$ cat src/rtl/sync_fifo_status.sv
// ============================================================================
// Module   : sync_fifo_status
// Brief    : Single-clock FIFO with registered read port, occupancy count,
//            almost-full/almost-empty thresholds and synchronous flush.
//            Optional sticky overflow/underflow flags: FIFO_ERR_FLAGS_EN.
// Revision : 1.0 - initial release
// ============================================================================
`default_nettype none

module sync_fifo_status #(
    parameter int WIDTH    = 16,
    parameter int DEPTH    = 8,
    parameter int AF_LEVEL = DEPTH - 2,
    parameter int AE_LEVEL = 2
) (
    input  logic                     clk,
    input  logic                     reset_n,
    input  logic                     clear,
    input  logic                     write_en,
    input  logic [WIDTH-1:0]         data_in,
    input  logic                     read_en,
    output logic [WIDTH-1:0]         data_out,
    output logic                     data_valid,
    output logic                     full,
    output logic                     empty,
    output logic                     almost_full,
    output logic                     almost_empty,
    output logic [$clog2(DEPTH):0]   count,
    output logic                     overflow,
    output logic                     underflow
);

    localparam int                c_ADDR_W = $clog2(DEPTH);
    localparam int                c_PTR_W  = c_ADDR_W + 1;
    localparam logic [c_PTR_W-1:0] c_AF    = c_PTR_W'(AF_LEVEL);
    localparam logic [c_PTR_W-1:0] c_AE    = c_PTR_W'(AE_LEVEL);
    localparam logic [c_PTR_W-1:0] c_ONE   = c_PTR_W'(1);

    logic [WIDTH-1:0]   r_mem [DEPTH];
    logic [c_PTR_W-1:0] r_wptr;
    logic [c_PTR_W-1:0] r_rptr;
    logic [WIDTH-1:0]   r_data_out;
    logic               r_data_valid;

    logic               w_full;
    logic               w_empty;
    logic [c_PTR_W-1:0] w_count;
    logic               w_wr_acc;
    logic               w_rd_acc;

    // Extended pointers: equal low bits with differing wrap bits means full.
    assign w_empty  = (r_wptr == r_rptr);
    assign w_full   = (r_wptr[c_ADDR_W-1:0] == r_rptr[c_ADDR_W-1:0]) &&
                      (r_wptr[c_ADDR_W] != r_rptr[c_ADDR_W]);
    assign w_count  = r_wptr - r_rptr;
    assign w_wr_acc = write_en & ~w_full & ~clear;
    assign w_rd_acc = read_en & ~w_empty & ~clear;

    always_ff @(posedge clk) begin
        if (w_wr_acc) begin
            r_mem[r_wptr[c_ADDR_W-1:0]] <= data_in;
        end
    end

    always_ff @(posedge clk or negedge reset_n) begin
        if (!reset_n) begin
            r_wptr       <= '0;
            r_rptr       <= '0;
            r_data_out   <= '0;
            r_data_valid <= 1'b0;
        end else if (clear) begin
            r_wptr       <= '0;
            r_rptr       <= '0;
            r_data_valid <= 1'b0;
        end else begin
            if (w_wr_acc) begin
                r_wptr <= r_wptr + c_ONE;
            end
            if (w_rd_acc) begin
                r_rptr     <= r_rptr + c_ONE;
                r_data_out <= r_mem[r_rptr[c_ADDR_W-1:0]];
            end
            r_data_valid <= w_rd_acc;
        end
    end

`ifdef FIFO_ERR_FLAGS_EN
    logic r_overflow;
    logic r_underflow;

    // Flush wins over a same-edge error so the flags always come out clean.
    always_ff @(posedge clk or negedge reset_n) begin
        if (!reset_n) begin
            r_overflow  <= 1'b0;
            r_underflow <= 1'b0;
        end else if (clear) begin
            r_overflow  <= 1'b0;
            r_underflow <= 1'b0;
        end else begin
            if (write_en && w_full) begin
                r_overflow <= 1'b1;
            end
            if (read_en && w_empty) begin
                r_underflow <= 1'b1;
            end
        end
    end

    assign overflow  = r_overflow;
    assign underflow = r_underflow;
`else
    assign overflow  = 1'b0;
    assign underflow = 1'b0;
`endif

    assign data_out     = r_data_out;
    assign data_valid   = r_data_valid;
    assign full         = w_full;
    assign empty        = w_empty;
    assign count        = w_count;
    assign almost_full  = (w_count >= c_AF);
    assign almost_empty = (w_count <= c_AE);

endmodule

`default_nettype wire

$ cat config.mk
export PLATFORM = sky130hd
export DESIGN_NAME = sync_fifo_status
export DESIGN_NICKNAME = d
export VERILOG_FILES = /design/src/rtl/sync_fifo_status.sv
export SDC_FILE = /design/constraint.sdc
export NUM_CORES = 1
export LEC_CHECK = 0
export CORE_ASPECT_RATIO = 1.25
export CORE_UTILIZATION = 45
export DETAILED_ROUTE_END_ITERATION = 10
export PLACE_DENSITY = 0.72
export SYNTH_ARGS = -nofsm -noshare
export SYNTH_HDL_FRONTEND = slang
export SYNTH_SLANG_ARGS = --single-unit
$ cat constraint.sdc
create_clock -name clk -period 4.9 [get_ports clk]
set_clock_uncertainty 0.05 [all_clocks]
set_input_delay 1.47 -clock clk [delete_from_list [all_inputs] [get_ports clk]]
set_output_delay 1.47 -clock clk [all_outputs]
set_load 0.1 [all_outputs]
# ---- Word-level counts from Yosys, hierarchy flattened
# Memories as Yosys holds them, arrays and structs flattened. A register that Yosys moved wholly into a read port is not among the register bits.
# Index checks and enable logic that the tools add are counted.
dict set report op_classes {
  n_addsub 3
  multipliers 0
  n_div 0
  order_cmp 2
  eq_ne 3
  shifts 0
  n_mux 7
  n_bitwise 7
  reduce_logical 5
}
# op count
set op_table {}
lappend op_table {{$mux 4} 4}
lappend op_table {{$add 4x1->4 const B} 2}
lappend op_table {{$and 1x1->1} 4}
lappend op_table {{$eq 4x4->1} 1}
lappend op_table {{$ge 4x3->1 const B} 1}
lappend op_table {{$le 4x2->1 const B} 1}
lappend op_table {{$reduce_bool 2->1} 2}
lappend op_table {{$sub 4x4->4} 1}
lappend op_table {{$eq 3x3->1} 1}
lappend op_table {{$mux 1} 3}
lappend op_table {{$not 1->1} 3}
lappend op_table {{$reduce_and 2->1} 1}
lappend op_table {{$logic_and 1x1->1} 1}
lappend op_table {{$logic_not 1->1} 1}
lappend op_table {{$ne 1x1->1} 1}
dict set report totals {
  register_bits 9
  latch_bits 0
  mem_bits_rw 128
  mem_bits_ro 0
  input_bits 21
  output_inout_bits 27
  word_cells 31
  mem_count 1
}
# memory words width rd rd_ports_with_merged_regs write_ports line_no
set mem_list {}
lappend mem_list {r_mem 8 16 1 1 1 39} ;# logic [WIDTH-1:0] r_mem [DEPTH];

# ---- Logic depth before layout (Yosys ltp)
# Gate-level depths: netlist of run 1.
dict set report logic_depth {
  word_depth 7
  ltp_mapped 9
  mapped_depth_nobuf 6
}

# ---- Worst setup path after synthesis of run 1
# OpenSTA, ideal clock, no wires.
dict set report synth_path {
  path_kind {register to output}
  from {register r_rptr[2]}
  to {output port almost_full}
  t_arrival_ns 3.930
  slack_ns -0.550
  path_stages_with_launch 7
  path_buffers 1
  path_cell_list {dfrtp_1 -> clkbuf_1 -> inv_1 -> ha_1 -> xnor2_1 -> nand2_1 -> o21ai_0}
}
dict set report synth_between {
  elab_chain_cells 2
}
# item line_no
set synth_rtl {}
lappend synth_rtl {{start: declaration} 41} ;# logic [c_PTR_W-1:0] r_rptr;
lappend synth_rtl {{start signal: assignment} 80} ;# r_rptr <= r_rptr + c_ONE;
lappend synth_rtl {{$sub 4x4->4} 55} ;# assign w_count = r_wptr - r_rptr;
lappend synth_rtl {{via count[2]} 28} ;# output logic [$clog2(DEPTH):0] count,
lappend synth_rtl {{$ge 4x3->1} 121} ;# assign almost_full = (w_count >= c_AF);
lappend synth_rtl {{end: declaration} 26} ;# output logic almost_full,
# The timed path passes the listed nets, and every way through them passes these cells.

# ---- Worst setup path in the final report of run 1
dict set report layout_path {
  from {register r_wptr[0]}
  to {output port count[0]}
}
dict set report layout_between {
  elab_chain_cells 1
}
# item line_no
set layout_rtl {}
lappend layout_rtl {{start: declaration} 40} ;# logic [c_PTR_W-1:0] r_wptr;
lappend layout_rtl {{start signal: assignment} 77} ;# r_wptr <= r_wptr + c_ONE;
lappend layout_rtl {{$sub 4x4->4} 55}
lappend layout_rtl {{end: declaration} 28}
# Every way passes these cells.

==> flow_summary.toml, run 1 <==
[setup_path]
crit_path_end_kind = "output port"
arrival_ns = 2.39
critical_path.cell_chain = "inv_1 > ha_1 > inv_1 > clkdlybuf4s50_1"
crit_type = "flop to output port"
crit_family = "buffers and inverters"
cp_slowest_cell = "clkdlybuf4s50_1"
start_kind = "flop"
worst_path_most_repeated_cell = "inv_1"
crit_fanout = 4
critPathRequiredTime_ns = 3.38
critPathMaxStageDelay_ns = 1.12
crit_buf_inv = 3

[placement]
dp_hpwl_um = 6253
place_inst = 529
gp_congestion = 0.7211
port_buffers = 45

[floorplanning]
start_util_pct = 46.68
chipWidth_um = 105.4
die-area_um2 = 13840
die_h_um = 131.3
boundaryPins = 48
core-area_um2 = 12890
num_rows = 46

[timing]
hold_slack_ns = 0.4272
finalCritPeriodShare_pct = 79.86
fmax_ghz = 0.2555
rsz0062_at_grt = "false"
worst_pin_slew_ns = 0.9838
tns_ns = 0
maxSlewHeadroom_pct = 34.21
hold_viol = 0
setup_violations = 0
slew_violations = 0
period_minus_slack_ns = 3.913

[global_routing]
grt_use_total_pct = 17.63
grt_pass1_vias = 3195
met1_usage_pct = 21.33
grt_busiest_layer = "met2"
gr-usage-met3_pct = 4.216
grt_max_degree = 37
antenna_found_initial = 0
overflow = 0
grt_use_met2_pct = 30.52
grt_pass1_wl_um = 17710

[logic_synthesis]
synthesis.area_um2 = 6018
ys_seq_elements = 153
yosys.area.top_type = "edfxtp_1"
ys_types = 31
synth-edff-count = 128
yosysWarningCount = 0
yosysTopAreaCellShare_pct = 63.87
synth_area_leaders = "edfxtp_1 (64%), mux4_2 (12%), dfrtp_1 (10%)"
synthFlopType = "edfxtp_1"
synthCells = 318
ys_seq_area_share_pct = 74.26
syn_area_per_cell_um2 = 18.93
synth-async-reset-ratio_pct = 16.34

[routing]
drtAntennaViolNets = 0
wl_per_cell_um = 19.40
first_pass_iters = 4
drtIter0Drc = 158
vias = 2993
drc = 0
avgViaCountPerCell = 5.335
routed_wl_um = 10880

[clocking]
cts-root-buf = "clkbuf_16"
cts_buffer_depth = 2
cts-hold-fix-buffers = 0
cts_resized = 0
cts_inserted_buffers = 17
cts_htree_levels = 4
clk_pin_slew_ns = 0.06
post_cts.repair.setup_buffers = 0
cts.sinks = 153
insertion_delay_ns = 0.41
cts_tree = "yes"

[run]
drv_cap = 0

[final_layout]
ff_latch_area_um2 = 4471
final_cell_mix = "edfxtp_1 (128), clkdlybuf4s50_1 (38), mux4_2 (32)"
fill_cells = 980
n_antenna_cell = 0
nets = 407
final_layout_size_suffix_gt1_share_pct = 22.39
multi_input_area_um2 = 1451
layout_commonest_cell = "edfxtp_1"
areaGrowthSynthToFinish_pct = 20.81
layoutNonFillerInstCount = 561

[power]
ir_drop_uv = 398.7
power_w = 0.004081
leakage_nw = 2.480
p_per_area_nw_per_um2 = 561.3

[hold_path]
hold_class = "flop to flop"

[outcome]
status = "complete, no violations"
## worst reg2reg max path, delay by kind of cell (launching register included)
kind | cells | cell delay (ns)
compound gates | 1 | 0.18
fa+ha+maj | 1 | 0.35
simple gates | 3 | 1.03
flops | 1 | 0.32
buf+inv | 3 | 0.80
## sequential cells by signal, indices dropped and copies added, names as in the netlist
signal / cells
data_out: 16
data_valid: 1
r_mem: 128
r_rptr: 4
r_wptr: 4
## final cells by class
cell class	count	share of cell area, %
clock buffers	19	5.954
repair buffers	58	7.469
flip-flops and latches	153	61.49
multi-input cells	141	19.96
clock inverters	13	1.773
well taps	168	2.891
inverters	9	0.4646
## synthesized netlist by cell type (4+ instances only)
cell / count
edfxtp_1: 128
mux4_2: 32
dfrtp_1: 25
nand2_1: 19
o21ai_0: 19
mux2i_1: 18
nor2_1: 16
inv_1: 9
buf_2: 5
buf_4: 5
clkbuf_1: 5
ha_1: 5
o211ai_1: 4
## per-layer routing
| metal | share of wire, % | routed length, µm | vias up |
|---|---|---|---|
| met1 | 42 | 4557 | 1557 |
| met3 | 2.9 | 317 | 13 |
| met4 | 1.4 | 148 | 0 |
| met2 | 54 | 5861 | 60 |
| li1 | - | - | 1363 |
| met5 | 0 | 0 | - |
## per-stage QoR
| stage | setup slack, ns | area [µm²] | util [%] |
|---|---|---|---|
| after floorplan | 0.2007 | 6030 | - |
| after global placement | 1.319 | 6709 | 52.04 |
| after detailed placement | 1.271 | 6709 | 52.04 |
| after CTS | 0.9644 | 7271 | 56.40 |
| after global routing | 0.8570 | 7271 | 56.40 |
| final | 0.9868 | 7271 | 56.40 |
## cells by family (layout without fill, tap and decap cells)
family	count (synthesis)	after routing	synth area share, %
adder cells (fa/ha/maj)	6	6	1.372
other	1	2	0.06231
flip-flops	153	153	74.26
AO/OA/AOI/OAI	29	29	2.682
buffers and inverters	25	99	1.975
AND/OR/NAND/NOR	46	46	3.264
XOR/XNOR	8	8	1.414
multiplexers	50	50	14.97
## where the power goes
part | switching (W) | internal, W | total, W
sequential | 0.0000401 | 0.00150 | 0.00154
combinational | 0.000959 | 0.000349 | 0.00131
clock | 0.000487 | 0.000744 | 0.00123
## path summary, 6_finish.rpt
kind                                            to  cells after the start  slack, ns                    start
max reg2reg                  r_mem[4][5]$_DFFE_PP_                      8       1.85    r_rptr[2]$_DFFE_PN0P_
max in group asynchronous    r_rptr[0]$_DFFE_PN0P_                      2       3.13                  reset_n
max                                       count[0]                      4       0.99    r_wptr[0]$_DFFE_PN0P_
min                        data_out[3]$_DFFE_PN0P_                      2       0.43  data_out[3]$_DFFE_PN0P_
min in group asynchronous    r_rptr[2]$_DFFE_PN0P_                      2       1.39                  reset_n
min reg2reg                data_out[3]$_DFFE_PN0P_                      2       0.43  data_out[3]$_DFFE_PN0P_
Power figures use the tool's default switching activity.
==> run 2, diff against run 1 <==
- PLACE_DENSITY: 0.72 -> 0.75
- clock period: 4.9 -> 3.55 ns (I/O delays scaled with it)
==> run 2 against run 1 <==
Effect of this change: count of clock-buffer cells in the layout is 2 lower; die area unchanged; worst hold slack improved by 0.0065 ns; first-iteration DRC count shrank 2.5%; critical path type unchanged; sequential share of layout area down 0.69 points; combinational power up 41%; global-route usage increased by 0.10 points; wire length up 0.80%; cell count rose by 0.53%; core utilization up 0.64 points; clock power increased by 42%.
==> flow_summary.toml, run 2 (synthesis gave the netlist of run 1 again) <==
[setup_path]
rr_worst_depth = 6
r2r-start = "r_wptr[2]$_DFFE_PN0P_"
crit_type = "flop to output port"
start_kind = "flop"
crit_path_end_kind = "output port"
critPathRequiredTime_ns = 2.43
arrival_ns = 2.25
r2r_slack_ns = 0.86
reg2reg_to = "r_mem[5][5]$_DFFE_PP_"
crit_fanout = 9
crit_end = "almost_empty"
crit_path_start = "r_wptr[1]$_DFFE_PN0P_"

[outcome]
status = "complete, no violations"

[global_routing]
grt_max_degree = 36
antenna_found_initial = 0
grt_pass1_vias = 3224
overflow = 0
grt_use_total_pct = 17.74
grt_pass1_wl_um = 17680

[run]
drv_cap = 0

[clocking]
cts_inserted_buffers = 17
cts-hold-fix-buffers = 0
cts_htree_levels = 4
cts_resized = 0
cts_buffer_depth = 2
cts-root-buf = "clkbuf_16"
cts.sinks = 153
insertion_delay_ns = 0.42
post_cts.repair.setup_buffers = 0
cts_tree = "yes"
clk_pin_slew_ns = 0.07

[floorplanning]
boundaryPins = 48
num_rows = 46
die-area_um2 = 13840
die_h_um = 131.3
core-area_um2 = 12890
chipWidth_um = 105.4
start_util_pct = 46.68

[final_layout]
n_antenna_cell = 0
layout_commonest_cell = "edfxtp_1"
fill_cells = 982
nets = 410
final_cell_mix = "edfxtp_1 (128), buf_4 (34), mux4_2 (32)"
stdcell_area_um2 = 7353
areaGrowthSynthToFinish_pct = 22.18
layoutNonFillerInstCount = 564
final_layout_size_suffix_gt1_share_pct = 29.04
largest_reg_flops = 128

[routing]
wl_per_cell_um = 19.45
avgViaCountPerCell = 5.344
drc = 0
routed_wl_um = 10970
drtIter0Drc = 154
vias = 3014
drtAntennaViolNets = 0
first_pass_iters = 4

[timing]
rsz0062_at_grt = "false"
maxSlewHeadroom_pct = 47.41
setup_violations = 0
fmax_ghz = 0.2970
slew_violations = 0
hold_viol = 0
worst_pin_slew_ns = 0.7863
period_minus_slack_ns = 3.367
finalCritPeriodShare_pct = 94.84

[hold_path]
min_from = "data_out[7]$_DFFE_PN0P_"
hold_class = "flop to flop"

[placement]
port_buffers = 45
dp_hpwl_um = 6640
gp_congestion = 0.7637
place_inst = 532
place_area_um2 = 6773

[power]
leakage_nw = 2.551
ir_drop_uv = 576.6
p_per_area_nw_per_um2 = 779.5
## run 2: stage by stage
stage | total power (W) | setup slack (ns) | setup TNS [ns] | utilization, % | hold slack, ns
after global routing | 0.005936 | 0.07017 | 0 | 57.04 | 0.4672
after CTS | 0.005783 | 0.1646 | 0 | 57.04 | 0.4422
after detailed placement | 0.004044 | 0.4752 | 0 | 52.53 | 0.4276
after global placement | 0.004019 | 0.5458 | 0 | 52.53 | 0.4154
after floorplan | 0.003578 | -0.2955 | -2.155 | - | 0.5608
final | 0.005732 | 0.1831 | 0 | 57.04 | 0.4337
## run 2: final cells by class
type | instances | area (µm²) | area share, %
clock inverter | 15 | 155.1 | 2.110
multi-input combinational | 141 | 1463 | 19.89
inverter | 9 | 33.78 | 0.4594
timing repair buffer | 61 | 595.6 | 8.099
sequential | 153 | 4471 | 60.80
clock buffer | 17 | 425.4 | 5.785
tap | 168 | 210.2 | 2.859
## run 2: power breakdown
group	leakage, nW	internal (W)	switching [W]
logic	0.794	0.000512	0.00134
registers	1.48	0.00207	0.0000628
clock network	0.280	0.000991	0.000754
total	2.55	0.00358	0.00216
## run 2: how the worst min path moves through the flow
stage / endpoint / cells past startpoint
floorplan: r_wptr[2]$_DFFE_PN0P_ / 2
global placement: data_out[6]$_DFFE_PN0P_ / 2
detailed placement: data_out[7]$_DFFE_PN0P_ / 2
CTS: data_out[7]$_DFFE_PN0P_ / 2
global route: data_out[6]$_DFFE_PN0P_ / 2
finish: data_out[7]$_DFFE_PN0P_ / 2
## run 2: per-layer routing
| metal | GRT usage (%) | wire [µm] | up-vias |
|---|---|---|---|
| met5 | 0 | 0 | - |
| met4 | 9.155 | 367 | 0 |
| met1 | 21.52 | 4479 | 1532 |
| met3 | 4.663 | 475 | 27 |
| met2 | 29.13 | 5649 | 88 |
| li1 | - | - | 1367 |
## run 2: critical path, stage by stage (launching register included)
cell and delay, ns:
dfrtp_1 0.48, ha_1 0.34, nor2b_1 0.11, o21ai_0 0.10, a21oi_1 0.38, o21a_1 0.24
buf_12 0.18
==> variant 1 (config.mk and constraints of run 1) <==
`DEPTH`: 8 -> 4.
--- a/src/rtl/sync_fifo_status.sv
+++ b/src/rtl/sync_fifo_status.sv
@@ -9,7 +9,7 @@
 
 module sync_fifo_status #(
     parameter int WIDTH    = 16,
-    parameter int DEPTH    = 8,
+    parameter int DEPTH    = 4,
     parameter int AF_LEVEL = DEPTH - 2,
     parameter int AE_LEVEL = 2
 ) (
Interface: changed (resized count); port bits go from 48 to 47. The function was not compared with the original's and may differ.
==> variant 1 against run 1 <==
Worst setup slack worse by 0.092 ns. Area after synthesis is 41% lower. Cell count shrank 42%. Via count shrank 42%. Power shrank 37%. Design area shrank 42%. Wire length decreased by 46%. Register-to-register slack worse by 0.12 ns. Clock power is 59% lower. Worst hold slack better by 0.037 ns. Sequential cell count shrank 66. Maximum frequency down 2.3%. Largest power group is now combinational logic. Largest cell class unchanged.
==> variant 1: results (changes against run 1) <==
stage,metric,value,unit,change
cts,root_buffer,clkbuf_8,,was clkbuf_16
detailed_routing,num_vias,1744,,was 2993
synth,synth_common_cells,"64 x edfxtp_1, 23 x dfrtp_1, 16 x mux4_2",,"was 128 x edfxtp_1, 32 x mux4_2, 25 x dfrtp_1"
synth,muxShareOfSynthArea,16.9,%,was 15.0%
critical_path,crit_slowest_cell,dfrtp_1,,was clkdlybuf4s50_1
final_layout,drive_gt1_share,26.7,%,was 22.4%
final_layout,largest_reg_flops,64,,was 128
grt,grt_max_degree,24,,was 37
cts,numCtsBuffers,9,,was 17
synth,synthAdderAreaFrac,3.04,%,was 1.37%
synth,synthArstFlopShare,26.4,%,was 16.3%
synth,synth_edf_count,64,,was 128
detailed_routing,first_iter_violations,108,,was 158
critical_path,critPathArrivalTime,2.49,ns,was 2.39 ns
cts,h-tree-depth,3,,was 4
power,power.leakage,1.58,nW,was 2.48 nW
placement,gp_congestion,0.751,,was 0.721
synth,yosys-top-cells-area,"edfxtp_1 54%, dfrtp_1 16%, mux4_2 10%",,"was edfxtp_1 64%, mux4_2 12%, dfrtp_1 10%"
cts,clk_pin_slew,0.08,ns,was 0.06 ns
placement,dp_hpwl,3.77,mm,was 6.25 mm
synth,yosysUniqueCellTypes,30,,was 31
synth,synth_compound_area_share,2.94,%,was 2.68%
cts,clkLatencyLatePin,0.34,ns,was 0.41 ns
power,ir_drop,400,µV,was 399 µV
critical_path,critical_path.top_delay_family,flip-flops,,was buffers and inverters
synth,yosysSeqAreaShare,70.7,%,was 74.3%
placement,portBuffers,44,,was 45
outcome,status,finished clean,,unchanged
grt,grt_pass1_wl,9.38,mm,was 17.7 mm
sta,slew-limit-headroom,34.1,%,was 34.2%
==> variant 1: worst paths after layout <==
check,startpoint,end,slack [ns],cells past startpoint
max in group asynchronous,reset_n,data_out[12],3.11,2
min in group asynchronous,reset_n,data_out[6],1.44,2
hold / removal,data_out[13],data_out[13],0.46,1
hold reg to reg,data_out[13],data_out[13],0.46,1
setup reg to reg,r_rptr[1],r_mem[2][15],1.73,5
setup / recovery,r_rptr[1],empty,0.89,5
==> variant 1: layout make-up <==
type                    instances  area share (%)
clock buffers                  10            3.25
clock inverters                 6            1.56
inverters                       8           0.708
multi-input cells              79            22.5
flip-flops and latches         87            58.9
well taps                      92            2.71
repair buffers                 46            10.3
==> variant 1: logic make-up after synthesis <==
group | Yosys count
AO/OA/AOI/OAI | 12
XOR/XNOR | 3
adder cells (fa/ha/maj) | 8
buffers and inverters | 17
flip-flops | 87
multiplexers | 34
other | 1
AND/OR/NAND/NOR | 20
==> variant 1: metrics by stage <==
stage,cell area [µm²],worst slack (ns),total power (W),cells,hold WS (ns)
detailed placement,4040,1.22,0.00207,312,0.447
floorplan,3540,0.291,0.00183,183,0.594
global placement,4040,1.35,0.00206,312,0.437
finish,4240,0.894,0.00256,328,0.464
global route,4240,0.675,0.00264,328,0.475
CTS,4240,0.830,0.00257,328,0.465
==> variant 1: per-layer routing <==
| metal | vias up | track usage, % | routed length (µm) |
|---|---|---|---|
| li1 | 800 | - | - |
| met1 | 872 | 20.7 | 2500 |
| met2 | 53 | 26.0 | 3030 |
| met3 | 19 | 2.90 | 220 |
| met4 | 0 | 9.75 | 174 |
| met5 | - | 0 | 0 |
==> variant 1: power breakdown <==
part	internal, W	total [W]	switching [W]
logic	0.000300	0.00112	0.000821
registers	0.000881	0.000928	0.0000472
clock network	0.000252	0.000506	0.000254
total	0.00143	0.00256	0.00112
==> variant 2 (settings of run 1) <==
Made on the original files. Put a register stage on the output `count`, without a reset. The value now appears one clock later. The other outputs are not delayed to match. Comments in the files are not updated.
--- a/src/rtl/sync_fifo_status.sv
+++ b/src/rtl/sync_fifo_status.sv
@@ -117,7 +117,9 @@
     assign data_valid   = r_data_valid;
     assign full         = w_full;
     assign empty        = w_empty;
-    assign count        = w_count;
+    always_ff @(posedge clk) begin
+        count <= w_count;
+    end
     assign almost_full  = (w_count >= c_AF);
     assign almost_empty = (w_count <= c_AE);
 
Formal check against the unedited RTL: not equivalent (a bounded check fails within 4 cycles, from zero or initial values and one cycle with reset_n low).
==> variant 2 against run 1 <==
Highest routed layer unchanged. First-iteration DRC count grew 15%. Critical path depth grew 3. Sequential cell count rose by 4. Worst setup slack better by 0.062 ns. Via count up 0.77%. Wire length decreased by 0.94%. Area after synthesis grew 1.3%. Design area increased by 1.4%. Power up 2.0%. Sequential power grew 3%. Global-route usage decreased by 0.75 points.
==> variant 2: results (changes against run 1) <==
stage,metric,value,unit,change
placement,gp_congestion,0.724,,was 0.721
critical_path,crit_path_end,almost_full,,was count[0]
power,power_switching,0.00149,W,about the same
power,intPower,0.00267,W,was 0.00260 W
detailed_routing,finalWirelength,10.8,mm,was 10.9 mm
power,seq_power_share,38.3,%,was 37.8%
critical_path,critPathArrivalTime,2.33,ns,was 2.39 ns
detailed_routing,first_iter_violations,182,,was 158
detailed_routing,m1WireLength,4.40,mm,was 4.56 mm
synth,yosysUniqueCellTypes,32,,was 31
placement,post-place-ws,1.26,ns,was 1.27 ns
final_layout,drive_gt1_share,21.2,%,was 22.4%
synth,muxShareOfSynthArea,14.8,%,was 15.0%
synth,synthArstFlopShare,15.9,%,was 16.3%
critical_path,crit_start,r_rptr[2],,was r_wptr[0]
detailed_routing,routedWlPerCell,19.0,µm,was 19.4 µm
detailed_routing,route.met3.wl,389,µm,was 317 µm
outcome,status,finished clean,,unchanged
grt,grtUsageMet2,28.8,%,was 30.5%
placement,placed_cell_area,6790,µm²,was 6710 µm²
sta,hold_ws,0.429,ns,was 0.427 ns
synth,synthAdderAreaFrac,1.35,%,was 1.37%
placement,placed_cells,536,,was 529
synth,avgSynthCellArea,18.9,µm²,about the same
grt,grt_pass1_wl,16.9,mm,was 17.7 mm
detailed_routing,dr.pass1.iters,5,,was 4
grt,grt_pass1_vias,3168,,was 3195
synth,yosysSeqAreaShare,74.6,%,was 74.3%
final_layout,fillers,1022,,was 980
sta,slew-limit-headroom,34.5,%,was 34.2%
final_layout,final_core_util,55.7,%,was 56.4%
detailed_routing,viasPerCell,5.31,,was 5.34
synth,yosys-top-cells-area,"edfxtp_1 63%, mux4_2 12%, dfrtp_1 10%",,"was edfxtp_1 64%, mux4_2 12%, dfrtp_1 10%"
critical_path,crit_slowest_cell,ha_1,,was clkdlybuf4s50_1
worst_hold_path,hold_end,data_out[1],,was data_out[3]
grt,met1_usage,20.2,%,was 21.3%
critical_path,crit_fanout,18,,was 4
grt,gr-usage-met3,4.05,%,was 4.22%
grt,grt_use_total,16.9,%,was 17.6%
worst_hold_path,min_from,data_out[1],,was data_out[3]
placement,dp_hpwl,6.38,mm,was 6.25 mm
critical_path,rr_worst_depth,8,,unchanged
power,ir_drop,437,µV,was 399 µV
critical_path,r2r_setup_slack,1.88,ns,was 1.85 ns
synth,synth_xor_xnor_area_share,1.40,%,was 1.41%
[variant 2: cell count changes in the layout (fill, tap and decap cells not counted), sizes merged]
cell	change
dfxtp	+4
buf	-3
clkinv	-3
clkbuf	+3
clkdlybuf4s50	+3
[variant 2: cells by family (layout without fill, tap and decap cells)]
family,count (synthesis),in the layout
buf+inv,25,99
simple gates,46,46
fa+ha+maj,6,6
flops,157,157
mux,50,50
other cells,1,2
compound gates,29,29
xor+xnor,8,8
[variant 2: cell type report]
| class | instances | area, µm² | share of cell area, % |
|---|---|---|---|
| Clock buffer | 22 | 464 | 6.30 |
| Clock inverter | 10 | 115 | 1.56 |
| Inverter | 9 | 33.8 | 0.458 |
| Multi-Input combinational cell | 141 | 1440 | 19.6 |
| Sequential cell | 157 | 4550 | 61.7 |
| Tap cell | 171 | 214 | 2.90 |
| Timing Repair Buffer | 58 | 551 | 7.47 |
